**config.mk**
```make
export PLATFORM = sky130hd
export DESIGN_NAME = rhd_spi_responder
export DESIGN_NICKNAME = d
export VERILOG_FILES = /design/src/rtl/rhd_emu_pkg.sv /design/src/rtl/rhd_emu_sync_edge.sv /design/src/rtl/rhd_spi_responder.sv
export SDC_FILE = /design/constraint.sdc
export NUM_CORES = 1
export LEC_CHECK = 0
export BUFFER_PORTS_ARGS = -buffer_cell sky130_fd_sc_hd__buf_2
export CAP_MARGIN = 20
export CORE_UTILIZATION = 33
export CTS_CLUSTER_DIAMETER = 100
export DETAILED_ROUTE_END_ITERATION = 7
export PLACE_DENSITY_LB_ADDON = 0.25
export RECOVER_POWER = 50
export SYNTH_ARGS = -nofsm -noshare
export SYNTH_HDL_FRONTEND = slang
export SYNTH_SLANG_ARGS = --single-unit
```
**constraint.sdc**
```tcl
create_clock -name aclk -period 6.5 [get_ports aclk]
set_clock_uncertainty 0.2 [all_clocks]
set_input_delay 0.325 -clock aclk [delete_from_list [all_inputs] [get_ports aclk]]
set_output_delay 0.325 -clock aclk [all_outputs]
set_load 0.03 [all_outputs]
```
**src/rtl/rhd_emu_pkg.sv**
```systemverilog
// Shared types and constants for the RHD2000 SPI responder emulation: opcodes,
// special command words, state encoding and the read-only register contents.
package rhd_emu_pkg;

    typedef logic [15:0] rhd_word_t;

    typedef enum logic [1:0] {
        IDLE,
        SHIFT,
        DONE
    } rhd_emu_state_t;

    typedef enum logic [2:0] {
        OP_CONVERT,
        OP_CALIBRATE,
        OP_CLEAR,
        OP_WRITE,
        OP_READ,
        OP_OTHER
    } rhd_emu_op_t;

    // Opcode field c[15:14]; CALIBRATE and CLEAR are single words inside the 01 space.
    localparam logic [1:0] CMD_CONVERT   = 2'b00;
    localparam logic [1:0] CMD_CALIBRATE = 2'b01;
    localparam logic [1:0] CMD_CLEAR     = 2'b01;
    localparam logic [1:0] CMD_WRITE     = 2'b10;
    localparam logic [1:0] CMD_READ      = 2'b11;

    localparam rhd_word_t CALIBRATE_WORD = 16'h5500;
    localparam rhd_word_t CLEAR_WORD     = 16'h6A00;

    localparam int REG_FILE_SIZE = 22;

    localparam logic [7:0] ROM_DIE_REV   = 8'h01;
    localparam logic [7:0] ROM_UNIPOLAR  = 8'h00;

    function automatic rhd_emu_op_t decode_op(input rhd_word_t cmd);
        if (cmd == CALIBRATE_WORD && cmd[15:14] == CMD_CALIBRATE) return OP_CALIBRATE;
        if (cmd == CLEAR_WORD && cmd[15:14] == CMD_CLEAR) return OP_CLEAR;
        case (cmd[15:14])
            CMD_CONVERT: return OP_CONVERT;
            CMD_WRITE:   return OP_WRITE;
            CMD_READ:    return OP_READ;
            default:     return OP_OTHER;
        endcase
    endfunction

    // Read-only address space; register-file addresses are overlaid by the caller.
    function automatic logic [7:0] rom_byte(input logic [5:0] addr,
                                            input logic [7:0] num_amps,
                                            input logic [7:0] chip_id);
        case (addr)
            6'd40:   return 8'h49;
            6'd41:   return 8'h4E;
            6'd42:   return 8'h54;
            6'd43:   return 8'h41;
            6'd44:   return 8'h4E;
            6'd60:   return ROM_DIE_REV;
            6'd61:   return ROM_UNIPOLAR;
            6'd62:   return num_amps;
            6'd63:   return chip_id;
            default: return 8'h00;
        endcase
    endfunction

endpackage

```
**src/rtl/rhd_emu_sync_edge.sv**
```systemverilog
// Multi-flop synchronizer for one asynchronous input plus rise/fall detection
// on the synchronized level.
module rhd_emu_sync_edge #(
    parameter int STAGES = 2
) (
    input  logic clk_i,
    input  logic rst_n_i,
    input  logic d_i,
    output logic q_o,
    output logic rise_o,
    output logic fall_o
);

    logic [STAGES-1:0] sync_q;
    logic              prev_q;

    // Reset to low: a CS still low when reset lifts shows no edge, so a frame
    // only starts after CS has been seen high and falls again.
    always_ff @(posedge clk_i) begin
        if (!rst_n_i) begin
            sync_q <= '0;
            prev_q <= 1'b0;
        end else begin
            // NOTE: non-blocking assignments make each stage take the previous
            // stage's old value, giving a true shift chain.
            sync_q <= {sync_q[STAGES-2:0], d_i};
            prev_q <= sync_q[STAGES-1];
        end
    end

    assign q_o    = sync_q[STAGES-1];
    assign rise_o = sync_q[STAGES-1] & ~prev_q;
    assign fall_o = ~sync_q[STAGES-1] & prev_q;

endmodule

```
**src/rtl/rhd_spi_responder.sv**
```systemverilog
// RHD2000-family SPI responder: decodes 16-bit commands, holds register file and ROM,
// returns results two frames later on MISO. Define RHD_EMU_RAMP_EN for ramp CONVERT data.
module rhd_spi_responder
    import rhd_emu_pkg::*;
#(
    parameter int CHIP_ID     = 1,
    parameter int NUM_AMPS    = 32,
    parameter int SYNC_STAGES = 2
) (
    input  logic        aclk,
    input  logic        aresetn,
    input  logic        CS,
    input  logic        SCLK,
    input  logic        MOSI,
    output logic        MISO,
    output logic        frame_done,
    output logic        frame_err,
    output logic [15:0] last_cmd,
    output logic [31:0] cmd_count
);

    localparam logic [4:0] BITS_FRAME = 5'd16;
    localparam logic [4:0] BITS_SAT   = 5'd17;

    logic cs_level_unused, cs_rise, cs_fall;
    logic sclk_level_unused, sclk_rise, sclk_fall;
    logic mosi_s, mosi_rise_unused, mosi_fall_unused;

    rhd_emu_sync_edge #(.STAGES(SYNC_STAGES)) u_sync_cs (
        .clk_i  (aclk),
        .rst_n_i(aresetn),
        .d_i    (CS),
        .q_o    (cs_level_unused),
        .rise_o (cs_rise),
        .fall_o (cs_fall)
    );

    rhd_emu_sync_edge #(.STAGES(SYNC_STAGES)) u_sync_sclk (
        .clk_i  (aclk),
        .rst_n_i(aresetn),
        .d_i    (SCLK),
        .q_o    (sclk_level_unused),
        .rise_o (sclk_rise),
        .fall_o (sclk_fall)
    );

    rhd_emu_sync_edge #(.STAGES(SYNC_STAGES)) u_sync_mosi (
        .clk_i  (aclk),
        .rst_n_i(aresetn),
        .d_i    (MOSI),
        .q_o    (mosi_s),
        .rise_o (mosi_rise_unused),
        .fall_o (mosi_fall_unused)
    );

    rhd_emu_state_t state_q, state_d;
    logic           load_frame, shift_in_en, shift_out_en, commit;

    logic [4:0]  bit_cnt_q;
    rhd_word_t   shift_in_q, shift_out_q;
    rhd_word_t   res1_q, res2_q, last_cmd_q;
    rhd_word_t   result_d, convert_value;
    logic [31:0] cmd_count_q;
    logic [7:0]  regs_q [REG_FILE_SIZE];

    rhd_emu_op_t op;
    logic [5:0]  cmd_addr;
    logic [7:0]  rd_byte;

    assign op       = decode_op(shift_in_q);
    assign cmd_addr = shift_in_q[13:8];

    always_ff @(posedge aclk) begin
        if (!aresetn) state_q <= IDLE;
        else          state_q <= state_d;
    end

    always_comb begin
        state_d = state_q;
        case (state_q)
            IDLE:    if (cs_fall) state_d = SHIFT;
            SHIFT:   if (cs_rise) state_d = DONE;
            DONE:    state_d = IDLE;
            default: state_d = IDLE;
        endcase
    end

    always_comb begin
        // NOTE: every output gets a default before the case, so no path leaves
        // one unassigned and no latch is inferred.
        load_frame   = 1'b0;
        shift_in_en  = 1'b0;
        shift_out_en = 1'b0;
        commit       = 1'b0;
        frame_done   = 1'b0;
        frame_err    = 1'b0;
        case (state_q)
            IDLE:  load_frame = cs_fall;
            SHIFT: begin
                shift_in_en  = sclk_rise;
                shift_out_en = sclk_fall;
            end
            DONE: begin
                commit     = (bit_cnt_q == BITS_FRAME);
                frame_done = (bit_cnt_q == BITS_FRAME);
                frame_err  = (bit_cnt_q != BITS_FRAME);
            end
            default: ;
        endcase
    end

`ifdef RHD_EMU_RAMP_EN
    logic [15:0] ramp_q;

    // Ramp advances after the channel-0 result has been captured into the pipeline.
    always_ff @(posedge aclk) begin
        if (!aresetn)
            ramp_q <= '0;
        else if (commit && op == OP_CONVERT && cmd_addr == 6'd0)
            ramp_q <= ramp_q + 16'd1;
    end

    assign convert_value = ramp_q + {2'b00, cmd_addr, 8'h00};
`else
    assign convert_value = 16'h8000 | {10'd0, cmd_addr};
`endif

    always_comb begin
        rd_byte = rom_byte(cmd_addr, 8'(NUM_AMPS), 8'(CHIP_ID));
        for (int i = 0; i < REG_FILE_SIZE; i++) begin
            if (cmd_addr == 6'(i)) rd_byte = regs_q[i];
        end
        result_d = '0;
        case (op)
            OP_CONVERT: result_d = convert_value;
            OP_WRITE:   result_d = {8'hFF, shift_in_q[7:0]};
            OP_READ:    result_d = {8'h00, rd_byte};
            default:    result_d = '0;
        endcase
    end

    always_ff @(posedge aclk) begin
        if (!aresetn) begin
            bit_cnt_q   <= '0;
            shift_in_q  <= '0;
            shift_out_q <= '0;
            res1_q      <= '0;
            res2_q      <= '0;
            last_cmd_q  <= '0;
            cmd_count_q <= '0;
            // NOTE: the register file must read back zero after reset, so every
            // entry is cleared here; this keeps it in flops rather than RAM.
            for (int i = 0; i < REG_FILE_SIZE; i++) regs_q[i] <= '0;
        end else begin
            if (load_frame) begin
                bit_cnt_q   <= '0;
                shift_out_q <= res2_q;
            end
            if (shift_in_en) begin
                shift_in_q <= {shift_in_q[14:0], mosi_s};
                if (bit_cnt_q != BITS_SAT) bit_cnt_q <= bit_cnt_q + 5'd1;
            end
            if (shift_out_en) shift_out_q <= {shift_out_q[14:0], 1'b0};
            if (commit) begin
                res2_q      <= res1_q;
                res1_q      <= result_d;
                last_cmd_q  <= shift_in_q;
                cmd_count_q <= cmd_count_q + 32'd1;
                // Addresses beyond the register file match no entry and are dropped.
                for (int i = 0; i < REG_FILE_SIZE; i++) begin
                    if (op == OP_WRITE && cmd_addr == 6'(i)) regs_q[i] <= shift_in_q[7:0];
                end
            end
        end
    end

    assign MISO      = shift_out_q[15];
    assign last_cmd  = last_cmd_q;
    assign cmd_count = cmd_count_q;

endmodule

```
==> qor.txt, run 1 <==
RUN STATUS
-------------------------------------------------------------------------------------
Result of the run                                                        finished, violations left
Violations in the final reports                                          capacitance limit, slew limit

YOSYS
-------------------------------------------------------------------------------------
Sequential fraction of the synthesis area                                      59.00%
Cell types with the largest area share after synthesis                   edfxtp_1 (41%), dfxtp_1 (18%), nor2_1 (6.7%)
Netlist cell types                                                                 82
EDFF count, synth                                                                 176
Share of the synthesized area in the top cell type                             41.10%
Yosys synthesis warning count                                                       0
Fraction of synthesis flops using an asynchronous set or reset pin                 0%
Synthesized area per cell                                                   10.05 µm²
Synthesized netlist net count                                                    1289
Cell with the most instances after synthesis                                   nor2_1
Summed instance area of the synthesized netlist                             12860 µm²
Dominant register cell in the synthesized netlist                            edfxtp_1
Flops & latches, synth                                                            291
Most common library cells after synthesis                                nor2_1 (230), nand2_1 (202), edfxtp_1 (176)
Cell count after synthesis                                                       1280
Dominant cell type by area after synthesis                                   edfxtp_1

FLOORPLAN
-------------------------------------------------------------------------------------
Std-Cell Rows                                                                      71
Die outline width                                                            199.4 µm
Area of the die                                                             39760 µm²
Total core area                                                             38020 µm²
DIE HEIGHT                                                                   199.4 µm
Top-level port count                                                               56
Effective utilization at floorplan                                             33.82%

DETAILED ROUTING
-------------------------------------------------------------------------------------
Wire length on met1                                                          17.28 mm
Routed wirelength normalized by instance count                               20.89 µm
DRC violation count after routing                                                   0
WL final                                                                     38.73 mm
Vias after detailed routing                                                     10109
Routed met3 length                                                           2.808 mm
Detailed-router iteration count before antenna repair                               5
Count of nets left with antenna violations after detail routing                     0
Amount of wire on met2 after detailed routing                                17.36 mm
Number of DRC markers after the initial detailed-route iteration                 1092
Via count normalized by instance count                                          5.453
Topmost layer with routed signal wires                                           met4

STA
-------------------------------------------------------------------------------------
Final period util                                                              71.40%
Post-route minimum period                                                    4.641 ns
Number of failing hold endpoints at the final stage                                 0
Achievable frequency                                                        215.5 MHz
Transition time at the pin with the least slew margin                        3.288 ns
Setup violation total in the final timing report                                    0
Remaining max-slew budget at the tightest pin                                 -119.2%
Aggregate negative setup slack                                                   0 ns
Max-slew violation total from the final report                                    108
Unrepaired setup endpoints after global routing                                 false

CRITICAL PATH
-------------------------------------------------------------------------------------
Type of destination of the critical path                                     register
Critical path required time                                                   6.64 ns
Launch instance of the worst register-to-register path                   bit_cnt_q[0]
Critical register-to-register path endpoint                              regs_q[2][14]
Largest fanout on the critical path                                                66
Top Family by Delay on Critical Path                                     buffers and inverters
Critical path buffers and inverters                                                 4
Cell breakdown of the critical path                                      buf_2, clkbuf_1, nand2_1, clkbuf_1, inv_1
Arrival time at the worst endpoint                                            4.79 ns
Crit path launch type                                                    primary input
Setup slack of the most critical reg-to-reg path                              3.09 ns
Number of cells traversed by the worst register-to-register path                    8
Setup Crit Path Kind                                                        in -> reg
Delay of the slowest critical-path stage                                      2.30 ns
Critical Path Slowest Stage Cell                                             clkbuf_1
Critical path's most frequent cell                                           clkbuf_1

CLOCK NETWORK
-------------------------------------------------------------------------------------
Number of buffers between clock root and the deepest sink                           3
Clock-pin slew of the registers on the worst-case setup and hold paths        0.06 ns
TritonCTS clock tree                                                             done
Total of cells resized after clock tree synthesis                                   0
Buffer type at the clock tree root                                          clkbuf_16
# H-tree levels                                                                     2
Clock latency reported for the late side of the worst-skew pair               0.52 ns
Sink Count                                                                        291
Clock buffers created by TritonCTS                                                 34

CELLS AND AREA
-------------------------------------------------------------------------------------
Relative area change from synthesis to final layout                            13.84%
Share of final-layout standard cells stronger than drive strength 1            7.079%
Fraction of the core area covered by cells at the end of the flow              38.50%
Number of nets in the layout                                                     1331
Area of all placed cells without fillers                                    14640 µm²
Fill count                                                                       3858

GRT
-------------------------------------------------------------------------------------
Wire length of the first global-routing pass                                 58.36 mm
GRT Total Usage                                                                19.57%
Maximum number of pins on one net before global-route repair                       67
Number of antenna violations at the first check in global routing                   0
Total gr overflow                                                                   0
Number of global-route vias before repair                                        9457

PLACE
-------------------------------------------------------------------------------------
Count of input and output buffers                                                  55
Routability cong.                                                              0.9059
Post-detailed-placement cell area                                           13630 µm²
HPWL Detailed                                                                26.04 mm

PWR
-------------------------------------------------------------------------------------
Maximum vdd drop                                                          0.0001547 V
Leakage power summed over all cells                                          4.775 nW
Power density of the placed cells                                        266.9 nW/µm²

WORST HOLD PATH
-------------------------------------------------------------------------------------
Count of cells along the worst hold path                                            2
Sink of the worst hold path                                              shift_in_q[0]
Hold Path Origin                                                         u_sync_mosi.sync_q[1]
Type of the tightest min-delay check                                       reg -> reg

FLOW RUN
-------------------------------------------------------------------------------------
Number of max-cap violations                                                        3

-- placed cells by master (no fill, tap or decap), types with 16 or more instances in the layout --
cell and n:
nand3_1 21, clkbuf_16 37, o21ai_0 32, a21oi_1 72
dfxtp_1 114, a221oi_1 24, nor2_1 230, inv_1 19
nand4_1 16, nand2_1 202, edfxtp_1 176, nor3_1 23
clkbuf_1 64, a22oi_1 18
-- state kept, by name, summed over array words and instances (netlist names), 5 cells and up --
register and flops:
res1_q 10, bit_cnt_q 5, shift_in_q 16, regs_q 176, last_cmd 16, cmd_count 32
shift_out_q 16, res2_q 10
-- logic make-up after synthesis --
logic type | share of synthesized area [%]
buf+inv | 3.036
mux | 1.430
flops | 59.00
simple gates | 21.74
xor+xnor | 1.703
compound gates | 12.71
fa+ha+maj | 0.3892
-- report_power, final --
group	switching, mW	total (mW)	internal (mW)
Sequential	0.0229	2.02	1.99
Clock	0.754	1.83	1.08
Combinational	0.0455	0.0584	0.0129
-- final cells by class --
cell class,count,area (µm²),area share [%]
Clock inverter,11,106.4,0.7265
Inverter,21,78.83,0.5385
Antenna cell,1,2.502,0.01709
Clock buffer,45,955.9,6.530
Tap cell,511,639.4,4.368
Multi-Input combinational cell,895,4893,33.43
Timing Repair Buffer,79,374.1,2.556
Sequential cell,291,7589,51.84
-- worst register-to-register path, stage by stage (launching register included) --
cell and delay [ns]:
dfxtp_1 0.35, inv_1 0.08, ha_1 0.16, and4bb_2 0.33, nand2_1 0.10, nor2_1 0.68
buf_4 0.41, nand3_1 0.32, nand2_1 0.42
-- timing repair --
item | 4_1_cts | 5_1_grt
setup buffers | 0 | 0
hold buffers | 3 | 0
hold endpoints to repair | 3 | 0
-- how the worst max path moves through the flow --
stage             startpoint            end  cells after the start
2_1_floorplan   bit_cnt_q[0]  regs_q[1][48]                      8
3_3_place_gp   shift_in_q[9]  regs_q[1][50]                      5
3_5_place_dp    bit_cnt_q[0]   regs_q[2][9]                      8
4_1_cts         bit_cnt_q[0]  regs_q[2][14]                      8
5_1_grt              aresetn  regs_q[2][30]                      5
6_report             aresetn  regs_q[2][35]                      5
-- through the flow --
stage,power [mW],hold WS [ns],setup WS [ns],instances
after floorplan,2.076,0.2119,4.047,1280
final,3.907,0.2438,1.859,1854
after global placement,2.108,0.2209,3.265,1793
after CTS,3.948,0.2407,3.115,1853
after detailed placement,2.109,0.2183,3.151,1794
after global routing,4.027,0.2544,1.495,1853
-- metal layers --
layer | GRT usage [%] | vias up
li1 | - | 4700
met1 | 27.52 | 4906
met2 | 29.91 | 414
met3 | 3.460 | 89
met4 | 7.323 | 0
met5 | 0 | -
Note: power is estimated with default switching activity, not from simulation.
==> run 2: changes to the inputs <==
- clock period: 6.5 -> 4.3 ns (I/O delays scaled with it)
==> run 2 against run 1 <==
The run still ends with capacitance limit, slew limit left. First-iteration DRC count down 11%. Largest power group unchanged. Worst hold slack worse by 0.014 ns. Sequential share of layout area down 0.27 points. Clock-buffer cell count down 3. Highest routed layer unchanged. Sequential power up 50%. Final area up 0.53%. Via count up 0.15%. Total power up 53%. Critical endpoint is now shift_in_q[8].
==> qor.txt, run 2 (synthesis results as in run 1) <==
GRT
-------------------------------------------------------------------------------------
GRT Total Usage                                                                19.52%   -0.050 points
Number of global-route vias before repair                                        9616   +1.7%
Wire length of the first global-routing pass                                 58.74 mm   +0.65%
Number of antenna violations at the first check in global routing                   0   unchanged
Maximum number of pins on one net before global-route repair                       60   -10%
Total gr overflow                                                                   0   unchanged

FLOORPLAN
-------------------------------------------------------------------------------------
Area of the die                                                             39760 µm²   unchanged
Std-Cell Rows                                                                      71   unchanged
DIE HEIGHT                                                                   199.4 µm   unchanged
Effective utilization at floorplan                                             33.82%   unchanged
Top-level port count                                                               56   unchanged
Total core area                                                             38020 µm²   unchanged
Die outline width                                                            199.4 µm   unchanged

DETAILED ROUTING
-------------------------------------------------------------------------------------
Via count normalized by instance count                                          5.428   -0.44%
WL final                                                                     38.39 mm   -0.90%
Detailed-router iteration count before antenna repair                               5   unchanged
Vias after detailed routing                                                     10124   +0.15%
Number of DRC markers after the initial detailed-route iteration                  969   -11%
Count of nets left with antenna violations after detail routing                     0   unchanged
DRC violation count after routing                                                   0   unchanged
Routed wirelength normalized by instance count                               20.58 µm   -1.5%

PLACE
-------------------------------------------------------------------------------------
HPWL Detailed                                                                26.34 mm   +1.1%
Post-detailed-placement cell area                                           13660 µm²   +0.19%
Routability cong.                                                              0.9105   +0.51%
Placed Instances                                                                 1797   +0.17%
Count of input and output buffers                                                  55   unchanged

CELLS AND AREA
-------------------------------------------------------------------------------------
Share of final-layout standard cells stronger than drive strength 1            6.795%   -0.28 points
Max FFs per register                                                              176   unchanged
Relative area change from synthesis to final layout                            14.44%
Register with the most flip-flops                                              regs_q
Area of all placed cells without fillers                                    14720 µm²   +0.53%
Number of antenna cells inserted                                                    0   -1
Most used cells in the layout excluding fill and tap cells               nor2_1 (235), nand2_1 (202), edfxtp_1 (176)
Number of standard cells in the final layout excluding fillers                   1865   +0.59%
Leading cell type in the layout, fill and taps excluded                        nor2_1
Fill count                                                                       3893   +0.91%
Number of nets in the layout                                                     1338   +0.53%

STA
-------------------------------------------------------------------------------------
Post-route minimum period                                                    3.419 ns
Final period util                                                              79.50%
Max-slew violation total from the final report                                     68   -37%
Setup violation total in the final timing report                                    0   unchanged
Smallest hold slack                                                         0.2301 ns   -0.01369 ns
Transition time at the pin with the least slew margin                        2.486 ns   -0.8022 ns
Number of failing hold endpoints at the final stage                                 0   unchanged
Aggregate negative setup slack                                                   0 ns   unchanged
Achievable frequency                                                        292.5 MHz
Remaining max-slew budget at the tightest pin                                 -65.75%   +53 points
Unrepaired setup endpoints after global routing                                 false

CLOCK NETWORK
-------------------------------------------------------------------------------------
TritonCTS clock tree                                                             done
Number of buffers added to fix hold violations after cts                            6   +3
Buffers inserted by post-CTS timing repair                                          0   unchanged
# H-tree levels                                                                     2   unchanged
Clock buffers created by TritonCTS                                                 34   unchanged
Buffer type at the clock tree root                                          clkbuf_16
Sink Count                                                                        291   unchanged
Clock-pin slew of the registers on the worst-case setup and hold paths        0.06 ns   about the same
Number of buffers between clock root and the deepest sink                           3   unchanged
Clock latency reported for the late side of the worst-skew pair               0.55 ns   +0.03 ns
Total of cells resized after clock tree synthesis                                   0   unchanged

RUN STATUS
-------------------------------------------------------------------------------------
Violations in the final reports                                          capacitance limit, slew limit
Result of the run                                                        finished, violations left

CRITICAL PATH
-------------------------------------------------------------------------------------
Arrival time at the worst endpoint                                            3.50 ns   -1.29 ns
Type of destination of the critical path                                     register
Critical path required time                                                   4.38 ns   -2.26 ns
Setup Crit Path Kind                                                        in -> reg
Crit path launch type                                                    primary input
Largest fanout on the critical path                                                53   -20%

PWR
-------------------------------------------------------------------------------------
Leakage power summed over all cells                                          4.846 nW   +1.5%
Total power draw                                                             5.992 mW   +53%
Maximum vdd drop                                                          0.0002207 V   +43%
Power density of the placed cells                                        407.2 nW/µm²   +53%

FLOW RUN
-------------------------------------------------------------------------------------
Number of max-cap violations                                                        2   -1

WORST HOLD PATH
-------------------------------------------------------------------------------------
Type of the tightest min-delay check                                        in -> reg

-- run 2: critical path, cell delays in order --
cell           delay, ns
dlygate4sd3_1       0.53
clkbuf_1            0.41
inv_1               0.35
clkbuf_1            1.80
a21oi_1             0.17
-- run 2: layer usage --
| metal | track usage [%] | vias to the layer above | routed length, µm |
|---|---|---|---|
| met5 | 0 | - | 0 |
| met1 | 27.34 | 4957 | 17320 |
| met2 | 30.96 | 366 | 17530 |
| met4 | 6.163 | 0 | 1010 |
| met3 | 2.852 | 70 | 2526 |
| li1 | - | 4731 | - |
-- run 2: metrics by stage --
stage,setup slack [ns],util [%]
6_report,0.8813,38.71
2_1_floorplan,1.847,-
3_5_place_dp,1.195,35.92
4_1_cts,1.132,38.99
5_1_grt,0.5611,38.71
3_3_place_gp,1.128,35.92
-- run 2: power breakdown --
group | internal, mW | switching (mW)
logic | 0.0198 | 0.0699
clock network | 1.67 | 1.19
registers | 3.01 | 0.0331
total | 4.70 | 1.30
-- run 2: cell type report --
cell class              count  area, µm²  area share, %
clock buffers              42      920.9          6.257
inverters                  21      78.83         0.5356
well taps                 511      639.4          4.345
flip-flops and latches    291       7589          51.56
clock inverters            19      187.7          1.275
repair buffers             86      425.4          2.891
multi-input cells         895       4876          33.13
-- run 2: final timing paths --
path | cells past startpoint | slack, ns | startpoint | endpoint
setup / recovery | 5 | 0.88 | aresetn | shift_in_q[8]
hold reg to reg | 1 | 0.23 | u_sync_mosi.sync_q[0] | u_sync_mosi.sync_q[1]
setup reg to reg | 4 | 1.01 | shift_in_q[10] | regs_q[0][48]
hold / removal | 3 | 0.23 | SCLK | u_sync_sclk.sync_q[0]
==> run 3: changes to the inputs <==
- clock period: 4.3 -> 3.3 ns (I/O delays scaled with it)
==> run 3 against run 2 <==
The flow still finishes with violations (capacitance limit, slew limit). Critical path depth increased by 3. Wire length up 3.3%. First-iteration DRC count grew 2.9%. Sequential power up 31%. Highest routed layer unchanged. Largest power group unchanged. Final cell count grew 1.1%. Non-clock buffer count up 19. Critical path type is now reg -> out. Largest cell class unchanged.
==> qor.txt, run 3 (synthesis results as in run 1) <==
FLOORPLAN
-------------------------------------------------------------------------------------
Std-Cell Rows                                                                      71   unchanged
Effective utilization at floorplan                                             33.82%   unchanged
DIE HEIGHT                                                                   199.4 µm   unchanged
Top-level port count                                                               56   unchanged
Area of the die                                                             39760 µm²   unchanged
Die outline width                                                            199.4 µm   unchanged
Total core area                                                             38020 µm²   unchanged

PLACE
-------------------------------------------------------------------------------------
HPWL Detailed                                                                27.76 mm   +5.4%
Placed Instances                                                                 1820   +1.3%
Post-detailed-placement cell area                                           13850 µm²   +1.4%
Count of input and output buffers                                                  55   unchanged
Routability cong.                                                              0.9784   +7.5%

GRT
-------------------------------------------------------------------------------------
Wire length of the first global-routing pass                                 59.40 mm   +1.1%
Maximum number of pins on one net before global-route repair                       55   -8.3%
Total gr overflow                                                                   0   unchanged
GRT Total Usage                                                                19.95%   +0.44 points
Number of global-route vias before repair                                        9720   +1.1%
Number of antenna violations at the first check in global routing                   0   unchanged

CLOCK NETWORK
-------------------------------------------------------------------------------------
Number of buffers between clock root and the deepest sink                           3   unchanged
Total of cells resized after clock tree synthesis                                   0   unchanged
Clock-pin slew of the registers on the worst-case setup and hold paths        0.06 ns   about the same
TritonCTS clock tree                                                             done
Clock latency reported for the late side of the worst-skew pair               0.51 ns   -0.04 ns
Clock buffers created by TritonCTS                                                 34   unchanged
# H-tree levels                                                                     2   unchanged
Sink Count                                                                        291   unchanged
Buffers inserted by post-CTS timing repair                                          0   unchanged
Buffer type at the clock tree root                                          clkbuf_16

CELLS AND AREA
-------------------------------------------------------------------------------------
Share of final-layout standard cells stronger than drive strength 1            8.006%   +1.2 points
Number of standard cells in the final layout excluding fillers                   1885   +1.1%
Max FFs per register                                                              176   unchanged
Fraction of the core area covered by cells at the end of the flow              39.13%   +0.42 points
Relative area change from synthesis to final layout                            15.68%
Leading cell type in the layout, fill and taps excluded                        nor2_1
Most used cells in the layout excluding fill and tap cells               nor2_1 (231), nand2_1 (202), edfxtp_1 (176)
Number of antenna cells inserted                                                    0   unchanged
Register with the most flip-flops                                              regs_q
Area of all placed cells without fillers                                    14880 µm²   +1.1%
Number of nets in the layout                                                     1357   +1.4%

STA
-------------------------------------------------------------------------------------
Final period util                                                              90.75%
Post-route minimum period                                                    2.995 ns
Remaining max-slew budget at the tightest pin                                 -11.77%   +54 points
Transition time at the pin with the least slew margin                        1.677 ns   -0.8097 ns
Setup violation total in the final timing report                                    0   unchanged
Achievable frequency                                                        333.9 MHz
Aggregate negative setup slack                                                   0 ns   unchanged
Smallest hold slack                                                         0.2036 ns   -0.02653 ns
Unrepaired setup endpoints after global routing                                 false
Max-slew violation total from the final report                                     74   +8.8%
Number of failing hold endpoints at the final stage                                 0   unchanged

CRITICAL PATH
-------------------------------------------------------------------------------------
Arrival time at the worst endpoint                                            2.63 ns   -0.87 ns
Crit path launch type                                                        register
Type of destination of the critical path                                 primary output
Setup slack of the most critical reg-to-reg path                              0.32 ns   -0.69 ns
Critical Path Slowest Stage Cell                                                buf_4
Worst Setup SP                                                           bit_cnt_q[0]
Critical path endpoint                                                     frame_done
Critical path buffers and inverters                                                 5   +1
Cell breakdown of the critical path                                      inv_1, ha_1, and4bb_1, nand2_1, buf_4, inv_1, buf_4, buf_2
Logic depth of the worst path, buffers included                                     8   +3
Number of cells traversed by the worst register-to-register path                    4   unchanged
Delay of the slowest critical-path stage                                      0.40 ns   -1.40 ns
Critical path required time                                                   2.93 ns   -1.45 ns
Critical register-to-register path endpoint                              regs_q[1][32]
Largest fanout on the critical path                                                38   -28%
Launch instance of the worst register-to-register path                   shift_in_q[12]
Top Family by Delay on Critical Path                                     buffers and inverters
Setup Crit Path Kind                                                       reg -> out

PWR
-------------------------------------------------------------------------------------
Switching Share                                                                20.49%   -1.1 points
Power density of the placed cells                                        527.8 nW/µm²   +30%
Clock share of power                                                            48.0%   +0.3 points
Reg power frac                                                                  50.5%   -0.3 points
Sw Pwr                                                                       1.609 mW   +24%
Power share of the combinational group                                           1.5%   about the same
Internal power                                                               6.243 mW   +33%
Leakage power summed over all cells                                          4.928 nW   +1.7%
Maximum vdd drop                                                          0.0002876 V   +30%

DETAILED ROUTING
-------------------------------------------------------------------------------------
Number of DRC markers after the initial detailed-route iteration                  997   +2.9%
Via count normalized by instance count                                          5.394   -0.63%
WL final                                                                     39.64 mm   +3.3%
Count of nets left with antenna violations after detail routing                     0   unchanged
Detailed-router iteration count before antenna repair                               5   unchanged
Vias after detailed routing                                                     10168   +0.43%
Routed wirelength normalized by instance count                               21.03 µm   +2.2%
DRC violation count after routing                                                   0   unchanged

RUN STATUS
-------------------------------------------------------------------------------------
Result of the run                                                        finished, violations left
Violations in the final reports                                          capacitance limit, slew limit

WORST HOLD PATH
-------------------------------------------------------------------------------------
Count of cells along the worst hold path                                            3   unchanged
Type of the tightest min-delay check                                        in -> reg
Hold Path Origin                                                                   CS

FLOW RUN
-------------------------------------------------------------------------------------
Number of max-cap violations                                                        3   +1

-- run 3: cell types whose count changed in the layout (fill, tap and decap cells not counted), sizes merged --
cell	previous run	this run
clkbuf	102	116
inv	22	21
dlygate4sd3	6	3
clkinv	16	9
buf	20	37
-- run 3: worst min path at each step --
stage / endpoint / slack [ns]
3_5_place_dp: u_sync_cs.sync_q[0] / 0.18
4_1_cts: res2_q[3] / 0.04
3_3_place_gp: u_sync_cs.sync_q[0] / 0.18
5_1_grt: u_sync_cs.sync_q[0] / 0.21
2_1_floorplan: u_sync_cs.sync_q[0] / 0.09
6_report: u_sync_cs.sync_q[0] / 0.20
-- run 3: through the flow --
stage	setup slack (ns)	total power, mW
6_report	0.3051	7.852
5_1_grt	0.1050	8.073
4_1_cts	0.3624	7.919
3_5_place_dp	0.3911	4.157
3_3_place_gp	0.4363	4.156
2_1_floorplan	0.8467	4.090
-- run 3: routing by layer --
| layer | global-route usage [%] | wire, µm |
|---|---|---|
| met4 | 8.340 | 1456 |
| met5 | 0 | 0 |
| met2 | 30.61 | 17780 |
| met1 | 27.63 | 17580 |
| met3 | 3.578 | 2814 |
-- run 3: final cells by class --
class	count	area (µm²)
clock inverter	11	110.1
tap	511	639.4
timing repair buffer	105	555.5
inverter	21	78.83
fill	3845	23140
sequential	291	7589
clock buffer	51	1018
multi-input combinational	895	4886
-- run 3: power groups by stage --
stage	Combinational (mW)	Sequential [mW]	Clock, mW
after floorplan	0.0776	4.01	0
after detailed placement	0.115	4.04	0
final	0.115	3.97	3.77
after CTS	0.117	3.97	3.83
after global routing	0.126	3.97	3.98
after global placement	0.112	4.04	0
-- run 3: worst register-to-register path: cells and delay by family (launching register included) --
family | cells | cell delay, ns
simple gates | 4 | 2.04
flops | 1 | 0.42
-- run 3: what timing repair did --
item                                    4_1_cts  5_1_grt
endpoints found under the setup margin        0        0
hold buffers                                  3        0
hold endpoints to repair                      3        0
